`config.mk`:
```
export PLATFORM = sky130hd
export DESIGN_NAME = cmd_dispatch
export DESIGN_NICKNAME = d
export VERILOG_FILES = /design/src/rtl/cmd_dispatch.sv
export SDC_FILE = /design/constraint.sdc
export NUM_CORES = 1
export LEC_CHECK = 0
export CAP_MARGIN = 40
export CORE_MARGIN = 10
export CORE_UTILIZATION = 58
export DETAILED_ROUTE_END_ITERATION = 12
export GPL_ROUTABILITY_DRIVEN = 1
export PLACE_DENSITY_LB_ADDON = 0.05
export SLEW_MARGIN = 20
export SYNTH_ARGS = -nofsm -noshare
export SYNTH_HDL_FRONTEND = slang
export SYNTH_SLANG_ARGS = --single-unit
export TNS_END_PERCENT = 50
```
`constraint.sdc`:
```
create_clock -name clk -period 6.05 [get_ports clk]
set_clock_uncertainty 0.2 [all_clocks]
set_input_delay 0.9075 -clock clk [delete_from_list [all_inputs] [get_ports clk]]
set_output_delay 0.9075 -clock clk [all_outputs]
set_load 0.1 [all_outputs]
```
`src/rtl/cmd_dispatch.sv`:
```
// Command front end for the unit bus: buffers host command frames, broadcasts them to
// the command units, collects parameter words and response codes, and frames responses.
module cmd_dispatch #(
  parameter int          CMD_BITS    = 8,
  parameter int          NUNITS      = 4,
  parameter int          MAX_ARGS    = 8,
  parameter int          RSP_DEPTH   = 16,
  parameter int          TIMEOUT     = 1024,
  parameter logic [15:0] RSP_UNKNOWN = 16'hffff
) (
  input  logic                  clk,
  input  logic                  rst,
  input  logic [31:0]           in_data,
  input  logic                  in_valid,
  output logic                  in_ready,
  output logic [CMD_BITS-1:0]   cmd,
  output logic                  cmd_ready,
  output logic [31:0]           arg_data,
  input  logic [NUNITS-1:0]     arg_advance,
  input  logic [NUNITS-1:0]     cmd_done,
  input  logic [32*NUNITS-1:0]  param_data,
  input  logic [NUNITS-1:0]     param_write,
  input  logic [NUNITS-1:0]     invol_req,
  output logic [NUNITS-1:0]     invol_grant,
  output logic [31:0]           out_data,
  output logic                  out_valid,
  input  logic                  out_ready
);

  localparam int AIW = $clog2(MAX_ARGS);
  localparam int ACW = $clog2(MAX_ARGS + 1);
  localparam int PIW = $clog2(RSP_DEPTH);
  localparam int PCW = $clog2(RSP_DEPTH + 1);
  localparam int TW  = $clog2(TIMEOUT + 1);

  localparam logic [7:0]     MAX_ARGS_B = 8'(MAX_ARGS);
  localparam logic [PCW-1:0] DEPTH_C    = PCW'(RSP_DEPTH);
  localparam logic [TW-1:0]  TIMER_LAST = TW'(TIMEOUT - 1);

  localparam logic [2:0] S_IDLE        = 3'd0;
  localparam logic [2:0] S_LOAD_ARGS   = 3'd1;
  localparam logic [2:0] S_ISSUE       = 3'd2;
  localparam logic [2:0] S_RUN         = 3'd3;
  localparam logic [2:0] S_EMIT_HDR    = 3'd4;
  localparam logic [2:0] S_EMIT_PARAMS = 3'd5;

  logic [2:0]          r_state;
  logic [CMD_BITS-1:0] r_cmd;
  logic [7:0]          r_nargs;
  logic [7:0]          r_popCnt;
  logic [31:0]         r_argBuf [MAX_ARGS];
  logic [ACW-1:0]      r_argCnt;
  logic [ACW-1:0]      r_rdPtr;
  logic [31:0]         r_paramBuf [RSP_DEPTH];
  logic [PCW-1:0]      r_paramCnt;
  logic [PIW-1:0]      r_emitPtr;
  logic                r_overflow;
  logic                r_invol;
  logic [15:0]         r_code;
  logic [TW-1:0]       r_timer;
  logic [NUNITS-1:0]   r_grant;

  logic [NUNITS-1:0]   w_grantSel;
  logic [31:0]         w_wrWord;
  logic [15:0]         w_doneCode;
  logic                w_collect;
  logic                w_argStore;
  logic                w_paramStore;
  logic [31:0]         w_outData;
  logic                w_unused;

  // Lowest set index wins for grants, parameter writes and completions alike.
  always_comb begin
    w_grantSel = '0;
    w_wrWord   = '0;
    w_doneCode = '0;
    for (int i = NUNITS - 1; i >= 0; i--) begin
      if (invol_req[i])   w_grantSel = NUNITS'(1) << i;
      if (param_write[i]) w_wrWord   = param_data[i*32 +: 32];
      if (cmd_done[i])    w_doneCode = param_data[i*32 +: 16];
    end
  end

  // The grant cycle itself is not a collection cycle; the unit starts talking after it.
  assign w_collect    = (r_state == S_RUN) && (r_grant == '0);
  assign w_argStore   = (r_state == S_LOAD_ARGS) && in_valid && (r_popCnt < MAX_ARGS_B);
  assign w_paramStore = w_collect && (|param_write) && (r_paramCnt < DEPTH_C);
  assign w_unused     = ^in_data;

  always_ff @(posedge clk) begin
    if (w_argStore)   r_argBuf[r_popCnt[AIW-1:0]]     <= in_data;
    if (w_paramStore) r_paramBuf[r_paramCnt[PIW-1:0]] <= w_wrWord;
  end

  always_ff @(posedge clk) begin
    if (rst) begin
      r_state    <= S_IDLE;
      r_cmd      <= '0;
      r_nargs    <= '0;
      r_popCnt   <= '0;
      r_argCnt   <= '0;
      r_rdPtr    <= '0;
      r_paramCnt <= '0;
      r_emitPtr  <= '0;
      r_overflow <= 1'b0;
      r_invol    <= 1'b0;
      r_code     <= '0;
      r_timer    <= '0;
      r_grant    <= '0;
    end else begin
      r_grant <= '0;
      if ((|arg_advance) && (r_rdPtr < r_argCnt)) r_rdPtr <= r_rdPtr + ACW'(1);

      case (r_state)
        S_IDLE: begin
          if (in_valid) begin
            r_cmd      <= in_data[CMD_BITS-1:0];
            r_nargs    <= in_data[23:16];
            r_popCnt   <= '0;
            r_argCnt   <= '0;
            r_rdPtr    <= '0;
            r_paramCnt <= '0;
            r_overflow <= 1'b0;
            r_invol    <= 1'b0;
            r_timer    <= '0;
            r_state    <= (in_data[23:16] == 8'd0) ? S_ISSUE : S_LOAD_ARGS;
          end else if (|invol_req) begin
            r_grant    <= w_grantSel;
            r_invol    <= 1'b1;
            r_argCnt   <= '0;
            r_rdPtr    <= '0;
            r_paramCnt <= '0;
            r_overflow <= 1'b0;
            r_state    <= S_RUN;
          end
        end

        S_LOAD_ARGS: begin
          if (in_valid) begin
            if (w_argStore) r_argCnt <= r_argCnt + ACW'(1);
            r_popCnt <= r_popCnt + 8'd1;
            if (r_popCnt + 8'd1 == r_nargs) r_state <= S_ISSUE;
          end
        end

        S_ISSUE: begin
          r_timer <= '0;
          r_state <= S_RUN;
        end

        // Completion outranks the timeout; a same-cycle parameter write is still kept.
        S_RUN: begin
          if (w_paramStore) r_paramCnt <= r_paramCnt + PCW'(1);
          else if (w_collect && (|param_write)) r_overflow <= 1'b1;

          if (w_collect && (|cmd_done)) begin
            r_code  <= w_doneCode;
            r_state <= S_EMIT_HDR;
          end else if (!r_invol) begin
            if (r_timer == TIMER_LAST) begin
              r_code     <= RSP_UNKNOWN;
              r_paramCnt <= '0;
              r_overflow <= 1'b0;
              r_state    <= S_EMIT_HDR;
            end else begin
              r_timer <= r_timer + TW'(1);
            end
          end
        end

        S_EMIT_HDR: begin
          if (out_ready) begin
            r_emitPtr <= '0;
            if (r_paramCnt == '0) begin
              r_invol    <= 1'b0;
              r_overflow <= 1'b0;
              r_state    <= S_IDLE;
            end else begin
              r_state <= S_EMIT_PARAMS;
            end
          end
        end

        S_EMIT_PARAMS: begin
          if (out_ready) begin
            if (PCW'(r_emitPtr) == r_paramCnt - PCW'(1)) begin
              r_invol    <= 1'b0;
              r_overflow <= 1'b0;
              r_state    <= S_IDLE;
            end else begin
              r_emitPtr <= r_emitPtr + PIW'(1);
            end
          end
        end

        default: r_state <= S_IDLE;
      endcase
    end
  end

  always_comb begin
    w_outData = '0;
    case (r_state)
      S_EMIT_HDR:    w_outData = {r_invol, r_overflow, 6'b0, 8'(r_paramCnt), r_code};
      S_EMIT_PARAMS: w_outData = r_paramBuf[r_emitPtr];
      default:       w_outData = '0;
    endcase
  end

  assign in_ready    = in_valid && ((r_state == S_IDLE) || (r_state == S_LOAD_ARGS));
  assign cmd         = r_cmd;
  assign cmd_ready   = (r_state == S_ISSUE);
  assign arg_data    = (r_rdPtr < r_argCnt) ? r_argBuf[r_rdPtr[AIW-1:0]] : 32'd0;
  assign invol_grant = r_grant;
  assign out_valid   = (r_state == S_EMIT_HDR) || (r_state == S_EMIT_PARAMS);
  assign out_data    = w_outData;

endmodule

```
# Word level (Yosys, flattened, before mapping)
# Memory sizes are Yosys's and may differ from the RTL's. A register that Yosys moved wholly into a read port is not among the register bits.
# Index checks and enable logic that the tools add are counted.
[word_totals]
inputBits = 180
mem_bits_ro = 0
mem_bits_rw = 768
latchBits = 0
register_bits = 77
output_inout_bits = 79
word_cells = 173
mem_count = 2
[op_classes]
n_mux = 80
n_reduce_logical = 39
div_mod_pow = 0
mul = 0
n_shift = 0
magnitude_cmp = 3
n_addsub = 7
bitwise_logic = 2
eq_ne = 24
[memory_table]
columns = ["name", "words", "word_bits", "rd", "rd_ports_with_merged_regs", "wr", "line", "rtl"]
rows = [
  ["r_paramBuf", 16, 32, 1, 1, 1, "54", "logic [31:0] r_paramBuf [RSP_DEPTH];"],
  ["r_argBuf", 8, 32, 1, 1, 1, "51", "logic [31:0] r_argBuf [MAX_ARGS];"],
]
[op_table]
columns = ["operator", "n"]
rows = [
  ["$mux W32", 5],
  ["$mux W16", 7],
  ["$pmux W32 S2", 1],
  ["$mux W4", 14],
  ["$mux W11", 4],
  ["$mux W3", 13],
  ["$pmux W11 S3", 1],
  ["$mux W5", 6],
  ["$ne A2 B2 Y1 const B", 12],
  ["$reduce_or A4 Y1", 5],
  ["$mux W1", 18],
  ["$pmux W3 S6", 1],
  ["$mux W8", 2],
  ["$pmux W4 S2", 2],
  ["$pmux W8 S2", 1],
  ["$add A4 B1 Y4 const B", 3],
  ["$reduce_and A6 Y1", 2],
  ["$add A11 B1 Y11 const B", 1],
  ["$eq A11 B10 Y1 const B", 1],
  ["$pmux W5 S2", 1],
  ["$add A8 B1 Y8 const B", 1],
  ["$eq A8 B8 Y1", 1],
  ["$logic_and A1 B1 Y1", 8],
  ["$logic_not A8 Y1", 1],
  ["32 further kinds", 44],
]

# Depth between registers and ports, before layout
# Gate-level depths: netlist of the first run.
[logic_depth]
ltp_word = 9
ltp_mapped = 9
mapped_depth_nobuf = 8

# Worst setup path before layout of the first run
# Ideal clock, no wire load.
[synth_path]
path_kind = "reg-to-reg"
start = "reg r_grant[1], in the netlist invol_grant[1]"
end = "mem r_paramBuf[3][0], enable pin"
setup_time_ns = 0.461
period_less_slack_ns = 4.801
stages_incl_launch_ff = 5
slack_ns = 1.249
n_path_buf = 0
arrival_ns = 4.141
t_required_ns = 5.389
path_cell_list = "dfxtp_1 > or4_1 > nor3_1 > nand3b_1 > nor3_1"
[synth_via]
elab_chain_len = 6
[synth_rtl]
columns = ["item", "line", "rtl"]
rows = [
  ["start: declaration", "61", "logic [NUNITS-1:0] r_grant;"],
  ["start signal: assignment", "128", "r_grant <= w_grantSel;"],
  ["$logic_not A4 Y1", "85", "assign w_collect = (r_state == S_RUN) && (r_grant == '0);"],
  ["$logic_and A1 B1 Y1", "85", ""],
  ["$logic_and A1 B1 Y1 (2 in a row)", "87", "assign w_paramStore = w_collect && (|param_write) && (r_paramCnt < DEPTH_C);"],
  ["$mux W1", "92", "if (w_paramStore) r_paramBuf[r_paramCnt[PIW-1:0]] <= w_wrWord;"],
  ["$mux W1 (implied by the code)", "92", ""],
  ["end: declaration", "54", ""],
]
# No other way between the ends.

==> results of run 1 <==
## per-layer routing
layer  up-vias  share of wire, %  wire (microns)  track usage, %
li1       8620                 -               -               -
met1     10376                38           33100            30.7
met2       721                54           46000            43.0
met3       128               5.4            4620            3.88
met4         4               2.6            2220            7.07
met5         -             0.031              27               0
## where the power goes
part           internal, W  switching, W
clock network      0.00294       0.00215
logic             0.000842       0.00148
registers          0.00655     0.0000961
## state kept, by name, indices dropped and copies added (netlist names), named ones only
register	cells
r_argBuf	256
r_paramCnt	5
r_emitPtr	4
r_overflow	1
r_code	16
r_popCnt	8
r_argCnt	4
r_invol	1
r_timer	11
cmd	8
r_state	3
r_rdPtr	4
invol_grant	4
r_nargs	8
r_paramBuf	512
## cell families after synthesis
kind of cell	share of synthesized area, %
DFF	71.3
and+or+nand+nor	5.29
AOI/OAI and AO/OA	5.05
muxes	15.7
buffers and inverters	1.55
xor gates and xnor gates	0.657
adders and majority gates	0.470
## how the worst max path moves through the flow
stage | from | end | slack, ns
6_report | flop | out_data[12] | 1.10
5_1_grt | flop | out_data[12] | 0.88
4_1_cts | flop | out_data[12] | 0.98
3_5_place_dp | param_write[2] | r_paramBuf[7][12]$_DFFE_PP_ | 1.65
3_3_place_gp | flop | out_data[29] | 1.62
2_1_floorplan | invol_grant[1]$_SDFF_PP0_ | r_paramBuf[3][0]$_DFFE_PP_ | 1.25
## tightest hold or removal path: cells and delay by family (launching register included)
| family | cells | cell delay (ns) |
|---|---|---|
| DFF | 1 | 0.31 |
| AOI/OAI and AO/OA | 1 | 0.05 |
| and+or+nand+nor | 1 | 0.05 |
## synth_stat cells (10+ instances only)
cell type	number	share of area [%]
ha_1	13	0.47
nand3_1	12	0.17
nand2b_1	10	0.18
nor3_1	17	0.25
mux2i_1	36	1.0
a21oi_1	123	1.8
a22oi_1	33	0.72
or3_1	10	0.18
a32o_1	23	0.66
nand2_1	108	1.2
edfxtp_1	768	67
a211oi_1	18	0.39
inv_1	13	0.14
xnor2_1	13	0.33
nand3b_1	19	0.41
nor2b_1	11	0.20
o21ai_0	51	0.74
buf_2	19	0.27
mux4_2	224	15
xor2_1	13	0.33
clkbuf_1	91	0.99
dfxtp_1	81	4.7
nor2_1	157	1.7
buf_1	11	0.12
## final cells by class
class | count | area [sq um]
Antenna cell | 2 | 5.00
Clock buffer | 104 | 2310
Clock inverter | 53 | 410
Fill cell | 3779 | 17000
Inverter | 13 | 48.8
Multi-Input combinational cell | 971 | 9590
Sequential cell | 849 | 24700
Tap cell | 773 | 967
Timing Repair Buffer | 394 | 4010
## through the flow
stage | hold WS, ns | power [W] | std cells | util [%] | instance area [sq um]
6_report | 0.260 | 0.0140 | 3159 | 71.2 | 42000
5_1_grt | 0.287 | 0.0145 | 3157 | 71.2 | 42000
4_1_cts | 0.264 | 0.0141 | 3156 | 71.2 | 42000
3_5_place_dp | 0.254 | 0.00909 | 2999 | 66.6 | 39300
3_3_place_gp | 0.242 | 0.00887 | 2954 | 65.2 | 38500
2_1_floorplan | 0.244 | 0.00823 | 1955 | - | 34600
==> metrics, run 1 <==
status complete, no violations; initial antenna violation count 2; Hold Crit Class flop to flop; endpoints failing hold 0; DIE AREA 69900 sq um; sequential area share after synthesis 71.3%; max incr delay on CP 0.75 ns; cell family with most CP delay multiplexers; Critical-path top delay cell dfxtp_4; dpl hpwl 53600 microns; period utilization 81.8%; crit-path cells buf_4 -> buf_4 -> mux4_2 -> mux4_2 -> a32o_1 -> buf_4; IO Count 259; clock sink count 849; Core Area 59000 sq um; Residual DRC 0; post-layout min period 4.95 ns; post-synthesis average cell area 17.7 sq um; row cnt 89; cell mode on critical path buf_4; fin worst setup slack 1.10 ns; Fmax achieved 202 MHz; Routed Antenna Nets 0; die extent in y 264 microns; EDFF count, synth 768; Syn-to-layout area delta 21.4%; RSZ-0062 raised after global routing no; CTS buffer count 85; worst-case vdd ir drop 359 uV; Initial Util 58.7%; placer congestion estimate 0.827; drt via density 6.28; # Max-Cap Violations 0; Root Buffer Master clkbuf_16; syn nets 2148; Leak 13.3 nW; DR WL/cell 27.2 microns; clk_lat worst skew 0.62 ns; most common cell after layout, fill and taps aside edfxtp_1; r2r worst-path depth 6; critical-path maximum fanout 30; cts hold-fix bufs 0; asr flop ratio synth 0%; Port Buffers 258; Post-synth top flop edfxtp_1; Crit path depth 6; most frequent cells in the layout edfxtp_1, mux4_2, clkdlybuf4s50_1; largest net degree at the start of global routing 65; Reg clk slew, reported paths 0.06 ns; H-tree depth 3; FF-to-FF End r_paramBuf[11][22]$_DFFE_PP_; DRT iter0 DRCs 1960; WHS Path Cells 2; Final #Nets 2507; Vias 19.8k; first-pass GRT wire length 129000 microns; total grt overflow 0; Syn Inst Count 1955; Critical Path End Type primary output; RR Startpoint r_state[0]$_SDFFE_PP0P_; Rel. slew slack 44.2%; post-CTS setup buffers 0; Yosys cell types 58; Worst Tran Pin Value 0.835 ns; DRT Pass-1 Iters 5; CTS tree built; Hold Startpoint cmd[6]$_SDFFE_PP0P_; WP data required 4.94 ns; Post-CTS Resized 0; CP arrival 3.84 ns; critical path launch point type flop; WHS Endpoint cmd[6]$_SDFFE_PP0P_; final wirelength 85900 microns; max-slew violation count 0; final setup TNS 0 ns; Total Routing Usage GR 24.3%; share of cells above drive strength 1 24.3%; pre-CTS setup slack 1.65 ns; Mapped Area 34600 sq um; synthesized flop and latch total 849; PD cells 334 nW/um^2; Synth warnings 0; Die Width 264 microns; CP bufs+invs 3; FF-to-FF setup slack 2.00 ns; WS Path Type flop to primary output; final setup vio count 0; vias in the first global route 20.2k; Max clock buf depth 3
Power figures use the tool's default switching activity.
==> run 2, diff against run 1 <==
==> constraint.sdc (replaced) <==
create_clock -name clk -period 5.1 [get_ports clk]
set_clock_uncertainty 0.2 [all_clocks]
set_input_delay 0.765 -clock clk [delete_from_list [all_inputs] [get_ports clk]]
set_output_delay 0.765 -clock clk [all_outputs]
set_load 0.1 [all_outputs]
==> metrics, run 2 (synthesis gave the netlist of run 1 again) <==
dpl hpwl 52400 microns (-2.1%); Port Buffers 258 (unchanged); most common cell after layout, fill and taps aside edfxtp_1; largest net degree at the start of global routing 83 (+28%); Largest register FFs 512 (unchanged); Max clock buf depth 3 (unchanged); DRT Pass-1 Iters 5 (unchanged); period utilization 84.1%; drt via density 6.22 (-1.0%); Hold Startpoint cmd[5]$_SDFFE_PP0P_; critical-path maximum fanout 50 (+67%); WHS Endpoint cmd[5]$_SDFFE_PP0P_; Leak 13.0 nW (-2.0%); status complete, no violations; clock sink count 849 (unchanged); max-slew violation count 0 (unchanged); DIE AREA 69900 sq um (unchanged); H-tree depth 3 (unchanged); Final #Nets 2474 (-1.3%); initial antenna violation count 2 (unchanged); WP data required 4.14 ns (-0.80 ns); CP arrival 3.32 ns (-0.52 ns); # diodes 0 (-2); RR Startpoint r_state[1]$_SDFFE_PP0P_; endpoints failing hold 0 (unchanged); placer congestion estimate 0.835 (+0.93%); CTS buffer count 84 (-1.2%); Total Routing Usage GR 23.7% (-0.62 points); FF-to-FF End r_paramBuf[3][28]$_DFFE_PP_; Critical-path top delay cell mux4_2; Die Width 264 microns (unchanged); Critical Path End Type primary output; final wirelength 83300 microns (-3.0%); cell mode on critical path mux4_2; FF-to-FF setup slack 1.06 ns (-0.94 ns); Vias 19.4k (-2.1%); share of cells above drive strength 1 23.7% (-0.55 points); post-layout min period 4.29 ns; worst-case vdd ir drop 472 uV (+31%); Fmax achieved 233 MHz; number of fillers in the final layout 3818 (+1.0%); Syn-to-layout area delta 19.6%; Rel. slew slack 43.4% (-0.79 points); final setup TNS 0 ns (unchanged); Reg clk slew, reported paths 0.06 ns (about the same); critical path launch point type flop; die extent in y 264 microns (unchanged); sequential cell area 24700 sq um (unchanged); total grt overflow 0 (unchanged); vias in the first global route 20.0k (-1.2%); post-CTS setup buffers 0 (unchanged); WHS Path Cells 2 (unchanged); row cnt 89 (unchanged); Worst Tran Pin Value 0.845 ns (+0.00982 ns); # Max-Cap Violations 0 (unchanged); WS Path Type flop to primary output; most frequent cells in the layout edfxtp_1, mux4_2, clkdlybuf4s50_1; r2r worst-path depth 5 (-1); DRT iter0 DRCs 1755 (-10%); Initial Util 58.7% (unchanged); max incr delay on CP 0.60 ns (-0.15 ns); first-pass GRT wire length 126000 microns (-2.0%); DR WL/cell 26.7 microns (-1.9%); PD cells 392 nW/um^2 (+17%); crit-path cells buf_12 -> mux4_2 -> mux4_2 -> a32o_1 -> buf_4; CTS tree built; Residual DRC 0 (unchanged); IO Count 259 (unchanged); Core Area 59000 sq um (unchanged); cts hold-fix bufs 0 (unchanged); Post-CTS Resized 0 (unchanged); Root Buffer Master clkbuf_16; Routed Antenna Nets 0 (unchanged); Multi-input gate area 9590 sq um (unchanged); Post-Route Hold Slack 0.257 ns (-0.00326 ns); Hold Crit Class flop to flop; final setup vio count 0 (unchanged); clk_lat worst skew 0.62 ns (about the same); RSZ-0062 raised after global routing no
==> run 2: layout make-up <==
type | count | share of cell area [%]
Clock inverter | 49 | 0.801
Tap cell | 773 | 2.34
Clock buffer | 107 | 5.46
Sequential cell | 849 | 59.6
Inverter | 13 | 0.118
Multi-Input combinational cell | 971 | 23.2
Timing Repair Buffer | 362 | 8.49
==> run 2: how the worst max path moves through the flow <==
stage	to	slack (ns)	depth (start not counted)
after global placement	r_paramBuf[3][21]$_DFFE_PP_	0.76	7
after detailed placement	r_paramBuf[3][21]$_DFFE_PP_	0.89	7
after floorplan	r_paramBuf[3][0]$_DFFE_PP_	0.30	4
final	out_data[3]	0.81	5
after CTS	out_data[7]	0.73	5
after global routing	out_data[7]	0.67	5
==> run 2: worst max-delay path, delay by kind of cell (launching register included) <==
kind | cells | cell delay, ns
flip-flops | 1 | 0.54
AO/OA/AOI/OAI | 1 | 0.31
buffers and inverters | 2 | 0.63
multiplexers | 2 | 1.17
==> run 2: stage by stage <==
stage | util, % | cells | cell area, sq um | setup slack (ns) | power, W
2_1_floorplan | - | 1955 | 34600 | 0.299 | 0.00976
3_3_place_gp | 65.1 | 2949 | 38400 | 0.762 | 0.0105
3_5_place_dp | 65.8 | 2968 | 38800 | 0.893 | 0.0106
4_1_cts | 70.2 | 3124 | 41400 | 0.731 | 0.0164
5_1_grt | 70.2 | 3124 | 41400 | 0.673 | 0.0168
6_report | 70.2 | 3124 | 41400 | 0.813 | 0.0162
==> run 2: routing by layer <==
metal	up-vias	global-route usage [%]	wire length [microns]
li1	8559	-	-
met1	10058	31.0	33500
met2	689	40.7	43200
met3	120	3.67	4390
met4	4	7.17	2250
met5	-	0	28
==> run 2: power by group <==
group          internal [W]  leakage [nW]  switching, W
Combinational      0.000842          4.25       0.00172
Sequential          0.00777          7.51      0.000111
Clock               0.00329          1.26       0.00251
Total                0.0119          13.0       0.00434
==> run 3, diff against run 2 <==
==> constraint.sdc (replaced) <==
create_clock -name clk -period 4.3 [get_ports clk]
set_clock_uncertainty 0.2 [all_clocks]
set_input_delay 0.645 -clock clk [delete_from_list [all_inputs] [get_ports clk]]
set_output_delay 0.645 -clock clk [all_outputs]
set_load 0.1 [all_outputs]
==> metrics, run 3 (synthesis gave the netlist of run 1 again) <==
clock sink count 849 (unchanged); pre-CTS setup slack 0.529 ns (-0.363 ns); Port Buffers 258 (unchanged); critical-path maximum fanout 26 (-48%); period utilization 97.0%; initial antenna violation count 1 (-1); CTS buffer count 84 (unchanged); first-pass GRT wire length 130000 microns (+2.5%); Final #Nets 2488 (+0.57%); final wirelength 86600 microns (+3.9%); number of fillers in the final layout 3679 (-3.6%); Total Routing Usage GR 24.6% (+0.91 points); WHS Endpoint cmd[5]$_SDFFE_PP0P_; total grt overflow 0 (unchanged); Hold Startpoint cmd[5]$_SDFFE_PP0P_; WHS Path Cells 2 (unchanged); worst-case vdd ir drop 444 uV (-5.9%); Hold Crit Class flop to flop; PD cells 474 nW/um^2 (+21%); Routed Antenna Nets 0 (unchanged); P_sw 0.00525 W (+21%); WP data required 3.45 ns (-0.69 ns); Worst Tran Pin Value 0.884 ns (+0.0386 ns); most common cell after layout, fill and taps aside edfxtp_1; endpoints failing hold 0 (unchanged); DIE AREA 69900 sq um (unchanged); Rel. slew slack 40.2% (-3.2 points); fin worst setup slack 0.130 ns (-0.683 ns); Residual DRC 0 (unchanged); Final Power 0.0200 W (+23%); Leak 13.3 nW (+2.0%); critical path launch point type flop; Power Internal 0.0147 W (+24%); Reg clk slew, reported paths 0.06 ns (about the same); Multi-input gate area 9610 sq um (+0.22%); placer congestion estimate 0.862 (+3.3%); status complete, no violations; Gate power share 16.8% (+1.0 points); r2r worst-path depth 6 (+1); WS Path Type flop to primary output; Vias 19.7k (+1.5%); Root Buffer Master clkbuf_16; # diodes 0 (unchanged); # Max-Cap Violations 0 (unchanged); CTS tree built; H-tree depth 3 (unchanged); post-CTS setup buffers 0 (unchanged); row cnt 89 (unchanged); placed inst area 39400 sq um (+1.4%); Die Width 264 microns (unchanged); die extent in y 264 microns (unchanged); post-layout min period 4.17 ns; cts hold-fix bufs 0 (unchanged); Critical Path End Type primary output; Seq pwr share 46.6% (-1.9 points); DR WL/cell 27.6 microns (+3.5%); drt via density 6.29 (+1.1%); Initial Util 58.7% (unchanged); vias in the first global route 20.1k (+0.70%); RSZ-0062 raised after global routing no; Post-CTS Resized 0 (unchanged); Max clock buf depth 3 (unchanged); DRT iter0 DRCs 1957 (+12%); clk_lat worst skew 0.62 ns (about the same); max-slew violation count 0 (unchanged); dpl hpwl 52400 microns (about the same); Core Area 59000 sq um (unchanged); final setup TNS 0 ns (unchanged); share of cells above drive strength 1 24.9% (+1.1 points); largest net degree at the start of global routing 65 (-22%); Fmax achieved 240 MHz; final setup vio count 0 (unchanged); FF-to-FF End r_paramBuf[15][25]$_DFFE_PP_; Syn-to-layout area delta 21.7%; sequential cell area 24700 sq um (unchanged); Finished Cell Area 42100 sq um (+1.8%); IO Count 259 (unchanged); Largest register FFs 512 (unchanged); RR Startpoint r_state[0]$_SDFFE_PP0P_; Clk pwr share 36.6% (+0.9 points); FF-to-FF setup slack 0.87 ns (-0.19 ns); DRT Pass-1 Iters 6 (+1); Switching Share 26.3% (-0.45 points); most frequent cells in the layout edfxtp_1, mux4_2, clkdlybuf4s50_1; CP arrival 3.32 ns (about the same)
run 3: changes by cell type in the layout (fill, tap and decap cells not counted), moves of 4 or more:
cell / change
bufinv_16: +6
clkinv_2: +4
buf_16: -5
nor3_4: +4
buf_4: -22
clkbuf_1: -4
clkinv_1: -11
buf_12: +43
nor3_2: -4
run 3: per-stage QoR:
stage	hold slack [ns]	utilization [%]	cells
2_1_floorplan	0.244	-	1955
3_3_place_gp	0.241	66.3	2967
3_5_place_dp	0.255	66.7	2981
4_1_cts	0.263	71.4	3135
5_1_grt	0.290	71.4	3136
6_report	0.257	71.4	3136
run 3: worst max-delay path by stage:
stage,cells after the start,startpoint,slack (ns),to
final,5,flop,0.13,out_data[18]
after global routing,5,flop,0.005,out_data[18]
after floorplan,5,r_state[0]$_SDFFE_PP0P_,-0.15,r_argBuf[0][0]$_DFFE_PP_
after global placement,7,param_write[3],0.59,r_paramBuf[11][26]$_DFFE_PP_
after detailed placement,8,param_write[3],0.53,r_paramBuf[15][28]$_DFFE_PP_
after CTS,5,flop,0.06,out_data[18]
run 3: cell type report:
type,instances,area share (%)
clock buffer,105,5.37
sequential,849,58.6
clock inverter,49,1.22
timing repair buffer,376,9.60
multi-input combinational,971,22.8
tap,773,2.29
inverter,13,0.116
run 3: critical path, stage by stage (launching register included):
cell,delay (ns)
dfxtp_4,0.69
buf_12,0.32
mux4_2,0.55
mux4_2,0.54
a32o_1,0.33
buf_4,0.24
run 3: power groups by stage:
stage	clock network (W)	logic (W)	registers [W]
after floorplan	0	0.00205	0.00953
after global placement	0	0.00327	0.00948
after detailed placement	0	0.00337	0.00949
after CTS	0.00743	0.00338	0.00932
after global routing	0.00779	0.00353	0.00933
final	0.00731	0.00335	0.00932
run 3: metal layers:
| metal | part of all wire [%] | vias to the layer above | GRT usage [%] |
|---|---|---|---|
| met4 | 2.0 | 2 | 6.58 |
| met3 | 6.5 | 102 | 3.79 |
| met1 | 38 | 10235 | 31.9 |
| met2 | 53 | 800 | 43.0 |
| met5 | 0.0081 | - | 0 |
| li1 | - | 8575 | - |
